### src/rtl/xtal_osc_32k_ctrl.sv
// Start-up sequencer and clock monitor for the 32 kHz crystal oscillator.
// Powers the oscillator up with boost on. Boost stays on until enough dout
// edges have been seen, then the oscillator settles with boost off. After
// settling it reports ready and watches dout for loss of clock. Any failure
// latches a sticky fault, which only clr_fault removes.
// Every output is registered. The FSM state is visible on the state port.
module xtal_osc_32k_ctrl #(
  parameter int CNT_W         = 24,
  parameter int START_EDGES   = 16,
  parameter int SETTLE_EDGES  = 64,
  parameter int START_TIMEOUT = 2**22-1,
  parameter int LOSS_TIMEOUT  = 4096
) (
  input  logic       clk,
  input  logic       rst_n,
  input  logic       en,
  input  logic       clr_fault,
  input  logic       osc_dout,
  output logic       osc_ena,
  output logic       osc_boost,
  output logic       ready,
  output logic       fault,
  output logic [1:0] fault_cause,
  output logic [2:0] state
);

  typedef enum logic [2:0] {
    S_OFF    = 3'b000,
    S_BOOST  = 3'b001,
    S_SETTLE = 3'b010,
    S_RUN    = 3'b011,
    S_FAULT  = 3'b100
  } state_t;

  localparam logic [CNT_W-1:0] START_LAST  = CNT_W'(START_EDGES - 1);
  localparam logic [CNT_W-1:0] SETTLE_LAST = CNT_W'(SETTLE_EDGES - 1);
  localparam logic [CNT_W-1:0] START_TO    = CNT_W'(START_TIMEOUT);
  localparam logic [CNT_W-1:0] LOSS_TO     = CNT_W'(LOSS_TIMEOUT);
  localparam logic [CNT_W-1:0] TIMER_MAX   = {CNT_W{1'b1}};
  localparam logic [CNT_W-1:0] ONE         = {{(CNT_W-1){1'b0}}, 1'b1};

  state_t           st;
  state_t           st_nxt;
  logic [1:0]       cause_nxt;
  logic             sync1;
  logic             sync2;
  logic             prev;
  logic             dout_edge;
  logic [CNT_W-1:0] timer;
  logic [CNT_W-1:0] timer_inc;
  logic [CNT_W-1:0] edges;

  assign dout_edge = sync2 & ~prev;
  assign timer_inc = (timer == TIMER_MAX) ? timer : timer + ONE;
  assign state     = st;

  // Bring dout into the clk domain and keep the previous sample for rise detection.
  always_ff @(posedge clk) begin
    if (!rst_n) begin
      sync1 <= 1'b0;
      sync2 <= 1'b0;
      prev  <= 1'b0;
    end else begin
      sync1 <= osc_dout;
      sync2 <= sync1;
      prev  <= sync2;
    end
  end

  // Next-state decision. en=0 has priority, then an edge, then a timeout.
  always_comb begin
    st_nxt    = st;
    cause_nxt = 2'b00;
    case (st)
      S_OFF: begin
        if (en) st_nxt = S_BOOST;
      end
      S_BOOST: begin
        // The BOOST timer counts total time in the state and edges do not clear it.
        // Only the terminal edge can pre-empt the start timeout.
        if (!en) begin
          st_nxt = S_OFF;
        end else if (dout_edge && edges == START_LAST) begin
          st_nxt = S_SETTLE;
        end else if (timer == START_TO) begin
          st_nxt    = S_FAULT;
          cause_nxt = 2'b01;
        end
      end
      S_SETTLE: begin
        if (!en) begin
          st_nxt = S_OFF;
        end else if (dout_edge) begin
          if (edges == SETTLE_LAST) st_nxt = S_RUN;
        end else if (timer == LOSS_TO) begin
          st_nxt    = S_FAULT;
          cause_nxt = 2'b10;
        end
      end
      S_RUN: begin
        if (!en) begin
          st_nxt = S_OFF;
        end else if (!dout_edge && timer == LOSS_TO) begin
          st_nxt    = S_FAULT;
          cause_nxt = 2'b11;
        end
      end
      S_FAULT: begin
        if (clr_fault) st_nxt = S_OFF;
      end
      default: st_nxt = S_OFF;
    endcase
  end

  // State register plus outputs decoded from the next state, so the pins change on the transition edge.
  always_ff @(posedge clk) begin
    if (!rst_n) begin
      st          <= S_OFF;
      osc_ena     <= 1'b0;
      osc_boost   <= 1'b0;
      ready       <= 1'b0;
      fault       <= 1'b0;
      fault_cause <= 2'b00;
    end else begin
      st        <= st_nxt;
      osc_ena   <= (st_nxt == S_BOOST) || (st_nxt == S_SETTLE) || (st_nxt == S_RUN);
      osc_boost <= (st_nxt == S_BOOST);
      ready     <= (st_nxt == S_RUN);
      fault     <= (st_nxt == S_FAULT);
      if (st_nxt != S_FAULT)
        fault_cause <= 2'b00;
      else if (st != S_FAULT)
        fault_cause <= cause_nxt;
    end
  end

  // Cycle timer and edge counter. Both clear on any state change. The timer saturates.
  always_ff @(posedge clk) begin
    if (!rst_n) begin
      timer <= '0;
      edges <= '0;
    end else if (st_nxt != st) begin
      timer <= '0;
      edges <= '0;
    end else begin
      case (st)
        S_BOOST:        timer <= timer_inc;
        S_SETTLE, S_RUN: timer <= dout_edge ? '0 : timer_inc;
        default:        timer <= '0;
      endcase
      if ((st == S_BOOST || st == S_SETTLE) && dout_edge)
        edges <= edges + ONE;
    end
  end

endmodule
### config.mk
export PLATFORM = sky130hd
export DESIGN_NAME = xtal_osc_32k_ctrl
export DESIGN_NICKNAME = d
export VERILOG_FILES = /design/src/rtl/xtal_osc_32k_ctrl.sv
export SDC_FILE = /design/constraint.sdc
export NUM_CORES = 1
export LEC_CHECK = 0
export ABC_CLOCK_PERIOD_IN_PS = 2100
export CAP_MARGIN = 40
export CORE_MARGIN = 2
export CORE_UTILIZATION = 47
export CTS_BUF_LIST = sky130_fd_sc_hd__clkbuf_8 sky130_fd_sc_hd__clkbuf_16
export CTS_CLUSTER_DIAMETER = 60
export DETAILED_ROUTE_END_ITERATION = 6
export GPL_TIMING_DRIVEN = 0
export PLACE_DENSITY = 0.63
export SKIP_CTS_REPAIR_TIMING = 1
export SLEW_MARGIN = 40
export SYNTH_ARGS = -nofsm -noshare
export SYNTH_HDL_FRONTEND = slang
export SYNTH_SLANG_ARGS = --single-unit
### constraint.sdc
create_clock -name clk -period 2.1 [get_ports clk]
set_input_delay 0.42 -clock clk [delete_from_list [all_inputs] [get_ports clk]]
set_output_delay 0.42 -clock clk [all_outputs]
set_load 0.02 [all_outputs]
==> impl_metrics.ini, run 1 <==
[die]
fp.coreArea_sq_um = 6460
rows = 29
dieWidth_microns = 86.2
effective_utilization_at_floorplan_pct = 49.1
dieArea_sq_um = 7430
die_height_microns = 86.2
num_io_pins = 14

[synth]
synth-compound-area-share_pct = 6.78
seq_area_frac_synth_pct = 37.8
yosysWarnings = 0
synth_cell_type_count = 47
synth_edf_count = 0
ys_seq_elements = 60
netlist.area_leader.share_pct = 37.8
share_of_synthesized_cell_area_in_full_adder_half_adder_and_majority_cells_pct = 1.18
muxShareOfSynthArea_pct = 0.315
syn-mean-instance-area_sq_um = 9.12
number_of_nets_produced_by_synthesis = 356
ys_top_cells_by_area = sky130_fd_sc_hd__dfxtp_1 (38%), sky130_fd_sc_hd__xor2_1 (8.6%), sky130_fd_sc_hd__nor3_2 (7.6%), sky130_fd_sc_hd__nor2_1 (4.3%), sky130_fd_sc_hd__nand4_1 (3.9%)
synth_flop_cell = sky130_fd_sc_hd__dfxtp_1
post_synth_instance_area_sq_um = 3170
synth_simple_gate_area_share_pct = 37.4
synth_top_cell_by_area = sky130_fd_sc_hd__dfxtp_1
synth_top_family_by_area = simple AND/OR/NAND/NOR gates
syn-instance-count = 348
ys_async_sr_fraction_pct = 0
synth_xor_area_share_pct = 12.4

[global_route]
global_route.overflow_total = 0
grt_first_pass_wirelength_mm = 11.0
top_usage_layer = met2
globalRouteMet1Util_pct = 23.1
groute.layer.met2.usage_pct = 29.9
grt_antenna_before_repair = 0
overall_global_routing_usage_pct = 18.6
first_global_vias = 2382
maximum_number_of_pins_on_one_net_before_global_route_repair = 11
met3_usage_pct = 5.62

[power_and_ir_drop]
leakage_uw = 0.00135
power_density_over_the_cells_nw_per_um2 = 551
power.ir.vdd_worst_mv = 0.366

[layout]
final_cell_count_no_fill = 467
final_cell_mix = sky130_fd_sc_hd__dfxtp_1 (48), sky130_fd_sc_hd__nor2_1 (33), sky130_fd_sc_hd__xor2_1 (31)
mostFrequentLayoutCell = sky130_fd_sc_hd__dfxtp_1
antenna_cells = 0
num-nets-final = 393
post_route_cell_area_sq_um = 3900
synthToLayoutAreaGrowth_pct = 23.0
finish.utilization_pct = 60.4
drive_gt1_share_pct = 27.4

[timing]
setup_viol = 0
min_clock_period_post_route_ns = 2.08
worst-slew-pin-transition_ns = 0.511
slew_headroom_pct = 65.9
final_critical_path_setup_slack_ns = 0.0162
min_period_over_period_pct = 99.2
achievable-frequency_ghz = 0.480
finalSetupTns_ns = 0
timing.clock.skew_ns = 0.00640
hold_viol = 0
slew_violations = 0

[setup_path]
crit_end = edges[9]
rrSetupSlack_ns = 0.02
critical_path.reg2reg.endpoint = edges[9]
critical_path.startpoint = edges[6]
worstReg2RegStart = edges[6]
required_ns = 2.36
worstRegToRegCells = 8
end_kind = flip-flop
cp.arrival_ns = 2.34
timing.setup.critical_path_class = reg2reg
critical_path.startpoint_type = flip-flop
worst-path-max-fanout = 5

[outcome]
outcome = complete, no violations

[detailed_routing]
routed-via-count = 2608
wirelength_mm = 6.90
first_iter_violations = 77
detail_route.vias_per_cell = 5.58
firstDrtPassIters = 4
antenna_violating_nets_post_route = 0
drcViolationCount = 0
avgRoutedWirePerCell_microns = 14.8

[placed_design]
post_dp_cell_area_sq_um = 3400
detailed_place_hpwl_mm = 4.73
detailedPlace.worstSlack_ns = -0.529
place_congestion = 0.866
port-buffer-count = 13
placed_cells = 438

[clocking]
clock_tree.root_cell = sky130_fd_sc_hd__clkbuf_8
numCtsBuffers = 9
cts.clk_slew.worst_paths_ns = 0.06
cts.sink_count = 60
ctsHtreeMaxLevel = 3
insertion_delay_ns = 0.33
clk_path_buf_depth = 2
cts_tree = built

[flow_run]
cap_viol_max_count = 0

[worst_hold_path]
worst_hold_path_type = reg2reg
==> per-layer routing <==
layer  up-vias  part of all wire [%]
li1       1328                     -
met1      1238                    45
met2        32                    50
met3        10                   2.9
met4         0                   1.5
met5         -                     0
==> registers in the layout (all words and copies together), names as in the netlist <==
name / cells
sync1: 1
sync2: 1
state: 3
osc_ena: 1
edges: 24
ready: 1
fault: 1
timer: 24
osc_boost: 1
fault_cause: 2
prev: 1
==> power by group <==
part,switching (uW),internal (uW),leakage [uW],total [uW]
Combinational,74.8,68.0,0.000758,143
Clock,420,439,0.000101,859
Sequential,3.22,1140,0.000491,1150
==> synth_stat cells (3+ instances only) <==
cell,count
sky130_fd_sc_hd__o21ai_0,5
sky130_fd_sc_hd__xnor2_1,14
sky130_fd_sc_hd__buf_6,5
sky130_fd_sc_hd__and4_1,8
sky130_fd_sc_hd__nor3_2,24
sky130_fd_sc_hd__nor3_1,8
sky130_fd_sc_hd__xor2_1,31
sky130_fd_sc_hd__a21oi_1,6
sky130_fd_sc_hd__and3_1,12
sky130_fd_sc_hd__and2_1,10
sky130_fd_sc_hd__nand3_1,21
sky130_fd_sc_hd__inv_1,6
sky130_fd_sc_hd__o21ai_1,3
sky130_fd_sc_hd__nand4_1,20
sky130_fd_sc_hd__nor4_1,13
sky130_fd_sc_hd__ha_1,3
sky130_fd_sc_hd__nand2_1,21
sky130_fd_sc_hd__dfxtp_1,60
sky130_fd_sc_hd__buf_2,7
sky130_fd_sc_hd__nor2_1,36
==> cells by family (layout without fill, tap and decap cells) <==
kind of cell	Yosys count	after routing
AOI/OAI and AO/OA	26	26
xor gates and xnor gates	45	45
adders and majority gates	3	3
buffers and inverters	21	63
DFF	60	60
muxes	1	1
and+or+nand+nor	192	192
==> stage by stage <==
| stage | hold slack [ns] | total power, uW |
|---|---|---|
| floorplan | 0.412 | 1240 |
| global placement | 0.430 | 1270 |
| detailed placement | 0.433 | 1270 |
| CTS | 0.444 | 2150 |
| global route | 0.475 | 2250 |
| finish | 0.437 | 2150 |
==> how the worst min path moves through the flow <==
stage / from / slack, ns / depth (start not counted) / to
3_3_place_gp: sync1 / 0.43 / 1 / sync2
3_5_place_dp: sync1 / 0.43 / 1 / sync2
6_report: sync1 / 0.44 / 1 / sync2
4_1_cts: sync1 / 0.44 / 1 / sync2
5_1_grt: sync1 / 0.48 / 1 / sync2
2_1_floorplan: sync1 / 0.41 / 1 / sync2
==> worst max-delay path, stage by stage, from the launching register on <==
cell	delay [ns]
sky130_fd_sc_hd__dfxtp_1	0.35
sky130_fd_sc_hd__nor4_1	0.47
sky130_fd_sc_hd__and3_4	0.29
sky130_fd_sc_hd__a2111oi_4	0.07
sky130_fd_sc_hd__nor3_2	0.26
sky130_fd_sc_hd__o211ai_4	0.11
sky130_fd_sc_hd__buf_12	0.17
sky130_fd_sc_hd__clkbuf_16	0.15
sky130_fd_sc_hd__nor3_2	0.14
==> cell type report <==
class / instances / area [sq um]
tap: 77 / 96.3
inverter: 6 / 22.5
sequential: 60 / 1220
clock buffer: 10 / 138
timing repair buffer: 26 / 282
buffer: 15 / 129
clock inverter: 6 / 25.0
fill: 571 / 2550
multi-input combinational: 267 / 2000
Power figures use the tool's default switching activity.
==> run 2, diff against run 1 <==
Settings changed: GPL_TIMING_DRIVEN 0 to not set.
==> impl_metrics.ini, run 2 (synthesis gave the netlist of run 1 again) <==
[outcome]
outcome = complete, no violations

[layout]
antenna_cells = 0
mostFrequentLayoutCell = sky130_fd_sc_hd__dfxtp_1
drive_gt1_share_pct = 25.6
num-nets-final = 400
finish.utilization_pct = 60.7
sequential_cell_area_sq_um = 1210
final_cell_mix = sky130_fd_sc_hd__dfxtp_1 (55), sky130_fd_sc_hd__nor2_1 (36), sky130_fd_sc_hd__xor2_1 (31)
synthToLayoutAreaGrowth_pct = 23.5
multi_input_area_sq_um = 1920
number_of_fill_cells = 609

[detailed_routing]
firstDrtPassIters = 4
routed-via-count = 2624
first_iter_violations = 82
avgRoutedWirePerCell_microns = 14.7
drcViolationCount = 0
antenna_violating_nets_post_route = 0
wirelength_mm = 6.92
detail_route.vias_per_cell = 5.56

[timing]
slew_violations = 0
slew_headroom_pct = 66.8
finalSetupTns_ns = 0
worst-slew-pin-transition_ns = 0.494
timing.clock.skew_ns = 0.00536
min_period_over_period_pct = 95.9
hold_viol = 0
achievable-frequency_ghz = 0.496
min_clock_period_post_route_ns = 2.01
setup_viol = 0

[flow_run]
cap_viol_max_count = 0

[global_route]
global_route.overflow_total = 0
overall_global_routing_usage_pct = 20.0
grt_antenna_before_repair = 0
maximum_number_of_pins_on_one_net_before_global_route_repair = 25
first_global_vias = 2535
grt_first_pass_wirelength_mm = 11.9

[setup_path]
end_kind = flip-flop
critical_path.reg2reg.endpoint = edges[20]
worstReg2RegStart = timer[0]
critical_path.startpoint_type = flip-flop
critical-path-max-stage-delay_ns = 0.41
critical_path.cell_chain = inv_1 > ha_1 > nor3b_2 > nand3_1 > nor2_1 > a221oi_2 > o211ai_4 > buf_12 > buf_12 > nor3_2
cell_type_of_the_slowest_stage_on_the_worst_timing_path = sky130_fd_sc_hd__a221oi_2
worstRegToRegCells = 10
worst-path-max-fanout = 5
crit_path_frequent_cell = sky130_fd_sc_hd__buf_12
timing.setup.critical_path_class = reg2reg
required_ns = 2.36
rrSetupSlack_ns = 0.09
cp.arrival_ns = 2.27

[power_and_ir_drop]
power_frac_clock_pct = 43.9
leakage_uw = 0.00138
internal_power_uw = 1810
combPwrFrac_pct = 6.0
p_seq_share_pct = 50.1
power_density_over_the_cells_nw_per_um2 = 585
switching_power_uw = 487
power.ir.vdd_worst_mv = 0.471
power.share.switching_pct = 21.2

[worst_hold_path]
holdPathStages = 1
min_delay_worst_endpoint = sync2
worst_hold_path_type = reg2reg
hold_start = sync1

[clocking]
cts.clk_slew.worst_paths_ns = 0.06
clk_path_buf_depth = 2
cts.sink_count = 60
insertion_delay_ns = 0.33
ctsHtreeMaxLevel = 3
cts_tree = built
clock_tree.root_cell = sky130_fd_sc_hd__clkbuf_8
numCtsBuffers = 9

[die]
dieWidth_microns = 86.2
effective_utilization_at_floorplan_pct = 49.1
dieArea_sq_um = 7430
fp.coreArea_sq_um = 6460
die_height_microns = 86.2
num_io_pins = 14
rows = 29

[placed_design]
port-buffer-count = 13
detailed_place_hpwl_mm = 4.87
place_congestion = 0.855
==> run 2: through the flow <==
stage	hold slack [ns]	cell area [sq um]	instances	total power, uW	setup slack, ns
after floorplan	0.412	3170	348	1240	0.0288
after global placement	0.424	3530	451	1280	-0.247
after detailed placement	0.424	3530	451	1280	-0.278
after CTS	0.439	3720	465	2300	0.00694
after global routing	0.459	3920	472	2390	-0.0194
final	0.434	3920	472	2290	0.0856
==> run 2: critical path: cells and delay by family, from the launching register on <==
kind / cells / cell delay, ns
flip-flops: 1 / 0.34
AO/OA/AOI/OAI: 2 / 0.55
buffers and inverters: 3 / 0.36
adder cells (fa/ha/maj): 1 / 0.18
AND/OR/NAND/NOR: 4 / 0.52
==> run 2: worst max-delay path by stage <==
stage	slack, ns	end	start
global placement	-0.25	edges[19]	en
detailed placement	-0.28	edges[20]	en
finish	0.09	edges[20]	timer[0]
global route	-0.02	edges[0]	timer[0]
floorplan	0.03	edges[11]	state[0]
CTS	0.007	timer[17]	edges[0]
==> run 2: power by group through the flow <==
| stage | logic, uW | registers [uW] | clock network [uW] |
|---|---|---|---|
| after floorplan | 64.7 | 1180 | 0 |
| after global placement | 110 | 1170 | 0 |
| after detailed placement | 110 | 1170 | 0 |
| after CTS | 111 | 1150 | 1040 |
| after global routing | 148 | 1150 | 1090 |
| final | 139 | 1150 | 1010 |
==> run 2: metal layers <==
metal  global-route usage (%)  part of all wire, %
met1                     27.7                   49
met4                     8.81                  2.0
met2                     30.4                   47
met5                        0                    0
met3                     4.00                  2.6
==> run 2: layout make-up <==
cell class / count / share of cell area, %
multi-input combinational: 267 / 48.9
clock inverter: 3 / 0.989
clock buffer: 11 / 3.86
sequential: 60 / 30.8
tap: 77 / 2.46
inverter: 6 / 0.574
timing repair buffer: 48 / 12.4
==> run 3, diff against run 2 <==
Settings changed: ABC_AREA set to 1, DONT_BUFFER_PORTS set to 1, PLACE_DENSITY 0.63 to 0.61.
==> impl_metrics.ini, run 3 <==
[global_route]
global_route.overflow_total = 0
overall_global_routing_usage_pct = 18.7
first_global_vias = 2679
grt_first_pass_wirelength_mm = 11.4
maximum_number_of_pins_on_one_net_before_global_route_repair = 30
grt_antenna_before_repair = 0

[layout]
drive_gt1_share_pct = 23.0
final_cell_mix = sky130_fd_sc_hd__nor2_1 (81), sky130_fd_sc_hd__nand2_1 (79), sky130_fd_sc_hd__dfxtp_1 (54)
num-nets-final = 502
antenna_cells = 0
final_cell_count_no_fill = 579
mostFrequentLayoutCell = sky130_fd_sc_hd__nor2_1
number_of_fill_cells = 615
synthToLayoutAreaGrowth_pct = 22.3

[power_and_ir_drop]
leakage_uw = 0.00148
power.share.switching_pct = 21.2
power_density_over_the_cells_nw_per_um2 = 664
switching_power_uw = 556
p_seq_share_pct = 43.9
power_frac_clock_pct = 49.8
combPwrFrac_pct = 6.2
internal_power_uw = 2060
power.ir.vdd_worst_mv = 0.475

[timing]
timing.clock.skew_ns = 0.00962
min_period_over_period_pct = 97.3
achievable-frequency_ghz = 0.490
worst-slew-pin-transition_ns = 0.424
hold_viol = 0
setup_viol = 0
slew_violations = 0
min_clock_period_post_route_ns = 2.04
hold_slack_ns = 0.170
slew_headroom_pct = 71.4

[die]
dieArea_sq_um = 7550
num_io_pins = 14
effective_utilization_at_floorplan_pct = 48.0
rows = 30
die_height_microns = 86.9
fp.coreArea_sq_um = 6720
dieWidth_microns = 86.9

[synth]
synth_flop_cell = sky130_fd_sc_hd__dfxtp_1
number_of_nets_produced_by_synthesis = 474
synth_cell_type_count = 34
synth_edf_count = 0
yosysWarnings = 0
synth_top_cell_by_area = sky130_fd_sc_hd__dfxtp_1
syn-instance-count = 466
post_synth_instance_area_sq_um = 3230
ys_seq_elements = 60
post-synth-top-count-cell = sky130_fd_sc_hd__nand2_1
ys_async_sr_fraction_pct = 0
ys_top_cells_by_area = sky130_fd_sc_hd__dfxtp_1 (37%), sky130_fd_sc_hd__nand2_1 (11%), sky130_fd_sc_hd__nor2_1 (10%), sky130_fd_sc_hd__nand3_1 (5.4%), sky130_fd_sc_hd__inv_1 (5.3%)
seq_area_frac_synth_pct = 37.2
netlist.area_leader.share_pct = 37.2
yosys-top-cells-count = sky130_fd_sc_hd__nand2_1 (91), sky130_fd_sc_hd__nor2_1 (86), sky130_fd_sc_hd__dfxtp_1 (60), sky130_fd_sc_hd__inv_1 (46), sky130_fd_sc_hd__nand3_1 (35)
syn-mean-instance-area_sq_um = 6.93

[setup_path]
cpLargestDelayFamily = simple AND/OR/NAND/NOR gates
required_ns = 2.33
end_kind = flip-flop
critical-path-max-stage-delay_ns = 0.37
cell_type_of_the_slowest_stage_on_the_worst_timing_path = sky130_fd_sc_hd__dfxtp_4
critical_path.cell_chain = ha_4 > nand2_2 > nor2_2 > nand2_2 > nor2_2 > nand2_2 > nor2_1 > nand3_1 > nand4_1 > nand2_2 > nand4_4 > buf_12 > clkbuf_16 > nor2_1
crit_path_frequent_cell = sky130_fd_sc_hd__nand2_2
cp_num_buf_inv = 2
worst-path-max-fanout = 8
worstReg2RegStart = timer[1]
cp.arrival_ns = 2.27
timing.setup.critical_path_class = reg2reg
critical_path.startpoint_type = flip-flop
critical_path.startpoint = timer[1]

[detailed_routing]
first_iter_violations = 108
firstDrtPassIters = 4
detail_route.vias_per_cell = 5.05
wirelength_mm = 7.29
drcViolationCount = 0
antenna_violating_nets_post_route = 0
routed-via-count = 2923
avgRoutedWirePerCell_microns = 12.6

[clocking]
cts_tree = built
clock_tree.root_cell = sky130_fd_sc_hd__clkbuf_8
cts.clk_slew.worst_paths_ns = 0.07
ctsHtreeMaxLevel = 3
numCtsBuffers = 9
cts.sink_count = 60
clk_path_buf_depth = 2
insertion_delay_ns = 0.34

[placed_design]
detailed_place_hpwl_mm = 4.71
place_congestion = 0.881
placed_cells = 551
port-buffer-count = 0

[worst_hold_path]
hold_start = rst_n
worst_hold_path_type = in2reg

[flow_run]
cap_viol_max_count = 0

[outcome]
outcome = complete, no violations
run 3: cell count changes after synthesis, sizes merged, moves of 11 or more:
cell and delta:
and3 -11, nor4 -12, nand3 +18, xor2 -16, nor2 +80, nand2 +72, inv +48, nor3 -22
run 3: metrics by stage:
step	total power, uW	setup WS, ns	instance area, sq um	setup TNS [ns]	utilization [%]
6_report	2620	0.0573	3950	0	58.8
5_1_grt	2700	-0.0877	3950	-3.01	58.8
4_1_cts	2580	0.0332	3640	0	54.2
3_5_place_dp	1280	0.0707	3390	0	50.4
3_3_place_gp	1280	0.115	3390	0	50.4
2_1_floorplan	1250	0.234	3230	0	-
run 3: power by group through the flow:
stage	logic, uW	registers (uW)	clock network, uW
5_1_grt	176	1150	1380
3_5_place_dp	98.9	1180	0
3_3_place_gp	99.6	1180	0
2_1_floorplan	73.4	1180	0
6_report	163	1150	1310
4_1_cts	99.2	1150	1330
run 3: final timing paths:
| check | end | slack [ns] | depth (start not counted) |
|---|---|---|---|
| hold reg to reg | sync2 | 0.42 | 2 |
| hold / removal | sync2 | 0.17 | 2 |
| setup reg to reg | timer[14] | 0.06 | 14 |
| setup / recovery | timer[14] | 0.06 | 14 |
run 3: logic make-up (layout without fill, tap and decap cells):
family / count (synthesis) / count (layout) / share of synthesized area (%)
and+or+nand+nor: 277 / 277 / 39.4
xor gates and xnor gates: 24 / 24 / 6.51
adders and majority gates: 3 / 3 / 1.16
DFF: 60 / 60 / 37.2
buffers and inverters: 61 / 94 / 7.87
muxes: 1 / 1 / 0.310
AOI/OAI and AO/OA: 40 / 40 / 7.56
run 3: final cells by class:
type | instances | area, sq um | area share [%]
Clock buffer | 11 | 151 | 3.84
Clock inverter | 5 | 98.8 | 2.50
Inverter | 55 | 206 | 5.23
Multi-Input combinational cell | 345 | 1890 | 47.9
Sequential cell | 60 | 1210 | 30.7
Tap cell | 80 | 100 | 2.54
Timing Repair Buffer | 23 | 288 | 7.29
run 3: metal layers:
layer  wire, microns  part of all wire (%)  global-route usage, %
met3             307                   4.2                   3.79
met1            3590                    49                   25.2
met4              55                  0.75                   9.52
met5               0                     0                      0
met2            3340                    46                   28.3
==> RTL change (settings of run 1) <==
Change the parameter `SETTLE_EDGES` from 64 to 48.
--- a/src/rtl/xtal_osc_32k_ctrl.sv
+++ b/src/rtl/xtal_osc_32k_ctrl.sv
@@ -7,7 +7,7 @@
 module xtal_osc_32k_ctrl #(
   parameter int CNT_W         = 24,
   parameter int START_EDGES   = 16,
-  parameter int SETTLE_EDGES  = 64,
+  parameter int SETTLE_EDGES  = 48,
   parameter int START_TIMEOUT = 2**22-1,
   parameter int LOSS_TIMEOUT  = 4096
 ) (
Function: no difference found for any inputs over 10 cycles, from zero or initial values and one cycle with rst_n low; that may be too few to reach the edited logic, so the function may still have changed.
==> RTL change against run 1 <==
The flow now finishes with violations (negative setup slack); wire length fell by 4.0%; area after synthesis fell by 7.0%; critical endpoint is now edges[17]; total power is 14% higher; count of clock-buffer cells in the layout is 3 higher; design area decreased by 1.9%; sequential cell count unchanged; setup slack worse by 0.51 ns; sequential power about the same.
==> RTL change: results (changes against run 1) <==
- Total of fill cells in the finished design: 518 (was 571)
- Clock root buffer: clkbuf_8 (unchanged)
- Worst-path clk slew: 0.07 ns
- Worst slack, placed: -0.6754 ns (was -0.5293 ns)
- Actual slew at the worst max-slew pin: 0.6314 ns (was 0.5109 ns)
- DR iter-0 viols: 91 (was 77)
- Failing checks: negative setup slack
- TNS Setup: -21.49 ns (was 0 ns)
- DR pass1 iterations: 4 (unchanged)
- Ranking of synthesized cells by area: dfxtp_1, nor3_1, xnor2_1 (was dfxtp_1, xor2_1, nor3_2)
- Leak: 1.258 nW (was 1.349 nW)
- WL final: 6.626 mm (was 6.901 mm)
- Register area: 1207 um^2 (was 1216 um^2)
- Synth warnings: 0 (unchanged)
- Final RePlAce weighted congestion: 0.8163 (was 0.8661)
- Met3 routed WL: 250 um (was 203 um)
- Via count: 2,539 (was 2,608)
- Compound-Gate Fraction of Synth Area: 0.03815 (was 0.06780)
- Placed Area: 3303 um^2 (was 3401 um^2)
- Ant diodes: 0 (unchanged)
- Ratio of cells with drive above 1 in the final layout: 0.2706 (was 0.2744)
- Met2 routed WL: 3.055 mm (was 3.462 mm)
- Critical path peak fanout: 10 (was 5)
- Final worst slack: -0.4966 ns (was 0.01619 ns)
- Wirelength per Cell: 14.31 um (was 14.78 um)
- Cells after DPL: 431 (was 438)
- Worst EP arrival: 2.83 ns (was 2.34 ns)
- Syn nets: 351 (was 356)
- I/O Buffers: 13 (unchanged)
- Switching Fraction: 0.2274 (was 0.2316)
- Initial antenna violation count: 0 (unchanged)
- Async SR Flop Fraction: 0 (unchanged)
- Syn Area/Cell: 8.605 um^2 (was 9.122 um^2)
- Count of final setup violators: 56 (was 0)
- Die area: 6930 um^2 (was 7427 um^2)
- Dpl hpwl: 4.297 mm (was 4.729 mm)
- Xor-xnor portion of the synthesized cell area: 0.1365 (was 0.1242)
- Fin nets: 391 (was 393)
- Synth cell types: 38 (was 47)
- Clock Latency Late Sink: 0.34 ns
- GRT Total Usage: 0.1919 (was 0.1860)
- Mux cell area share after synthesis: 0.003391 (was 0.003153)
- Adder-cell share of the synthesized area: 0.01272 (was 0.01182)
- Vias in the first global route: 2,286 (was 2,382)
- Synth top cells by count: dfxtp_1, nor3_1, xnor2_1 (was dfxtp_1, nor2_1, xor2_1)
- Clock Skew: 0.005984 ns (was 0.006400 ns)
- Global-route wire length before repair: 10.81 mm (was 10.98 mm)
- Worst vdd ir: 448.7 uV (was 366.4 uV)
- M1 WL: 3.212 mm (was 3.128 mm)
- CTS max path bufs: 2 (unchanged)
- Area of the mapped netlist: 2952 um^2 (was 3174 um^2)
- Seq/Total Area, Yosys: 0.4070 (was 0.3784)
- Outcome: finished, violations left (was finished, final reports clean)
- Top Layer Used: met4 (unchanged)
- Hold WC Path Type: reg -> reg (unchanged)
==> RTL change: kinds of logic (layout without fill, tap and decap cells) <==
family                     count (synthesis)  in the layout
AOI/OAI and AO/OA                         16             16
xor gates and xnor gates                  46             46
adders and majority gates                  3              3
buffers and inverters                     29             74
DFF                                       60             60
muxes                                      1              1
and+or+nand+nor                          188            188
==> RTL change: cell type report <==
cell class / count / share of cell area
inverters: 14 / 0.01372
clock inverters: 3 / 0.01110
multi-input cells: 254 / 0.4873
flip-flops and latches: 60 / 0.3152
well taps: 75 / 0.02449
repair buffers: 30 / 0.07152
plain buffers: 14 / 0.03005
clock buffers: 13 / 0.04670
==> RTL change: layer usage <==
metal  global-route usage  vias up
met5                    0        -
met4              0.08346        0
met3              0.05070       11
met2               0.2925       41
met1               0.2556     1191
li1                     -     1296
==> RTL change: power groups by stage <==
stage	logic (mW)	clock network (mW)	registers (mW)
3_3_place_gp	0.121	0	1.18
4_1_cts	0.123	1.16	1.15
2_1_floorplan	0.0798	0	1.18
5_1_grt	0.174	1.21	1.15
3_5_place_dp	0.122	0	1.18
6_report	0.161	1.14	1.15
==> RTL change: critical path, cell delays in order, from the launching register on <==
cell and delay (ns):
dfxtp_2 0.34, or4_4 0.52, or3_4 0.35, or3_4 0.36, a221oi_4 0.34, a2111o_1 0.23
buf_12 0.13, buf_6 0.16, nor3_1 0.06
==> RTL change: final timing paths <==
kind,from,endpoint,slack (ns),cells after the start
setup reg to reg,edges[6],edges[17],-0.50,8
setup / recovery,edges[6],edges[17],-0.50,8
hold / removal,sync1,sync2,0.45,1
hold reg to reg,sync1,sync2,0.45,1
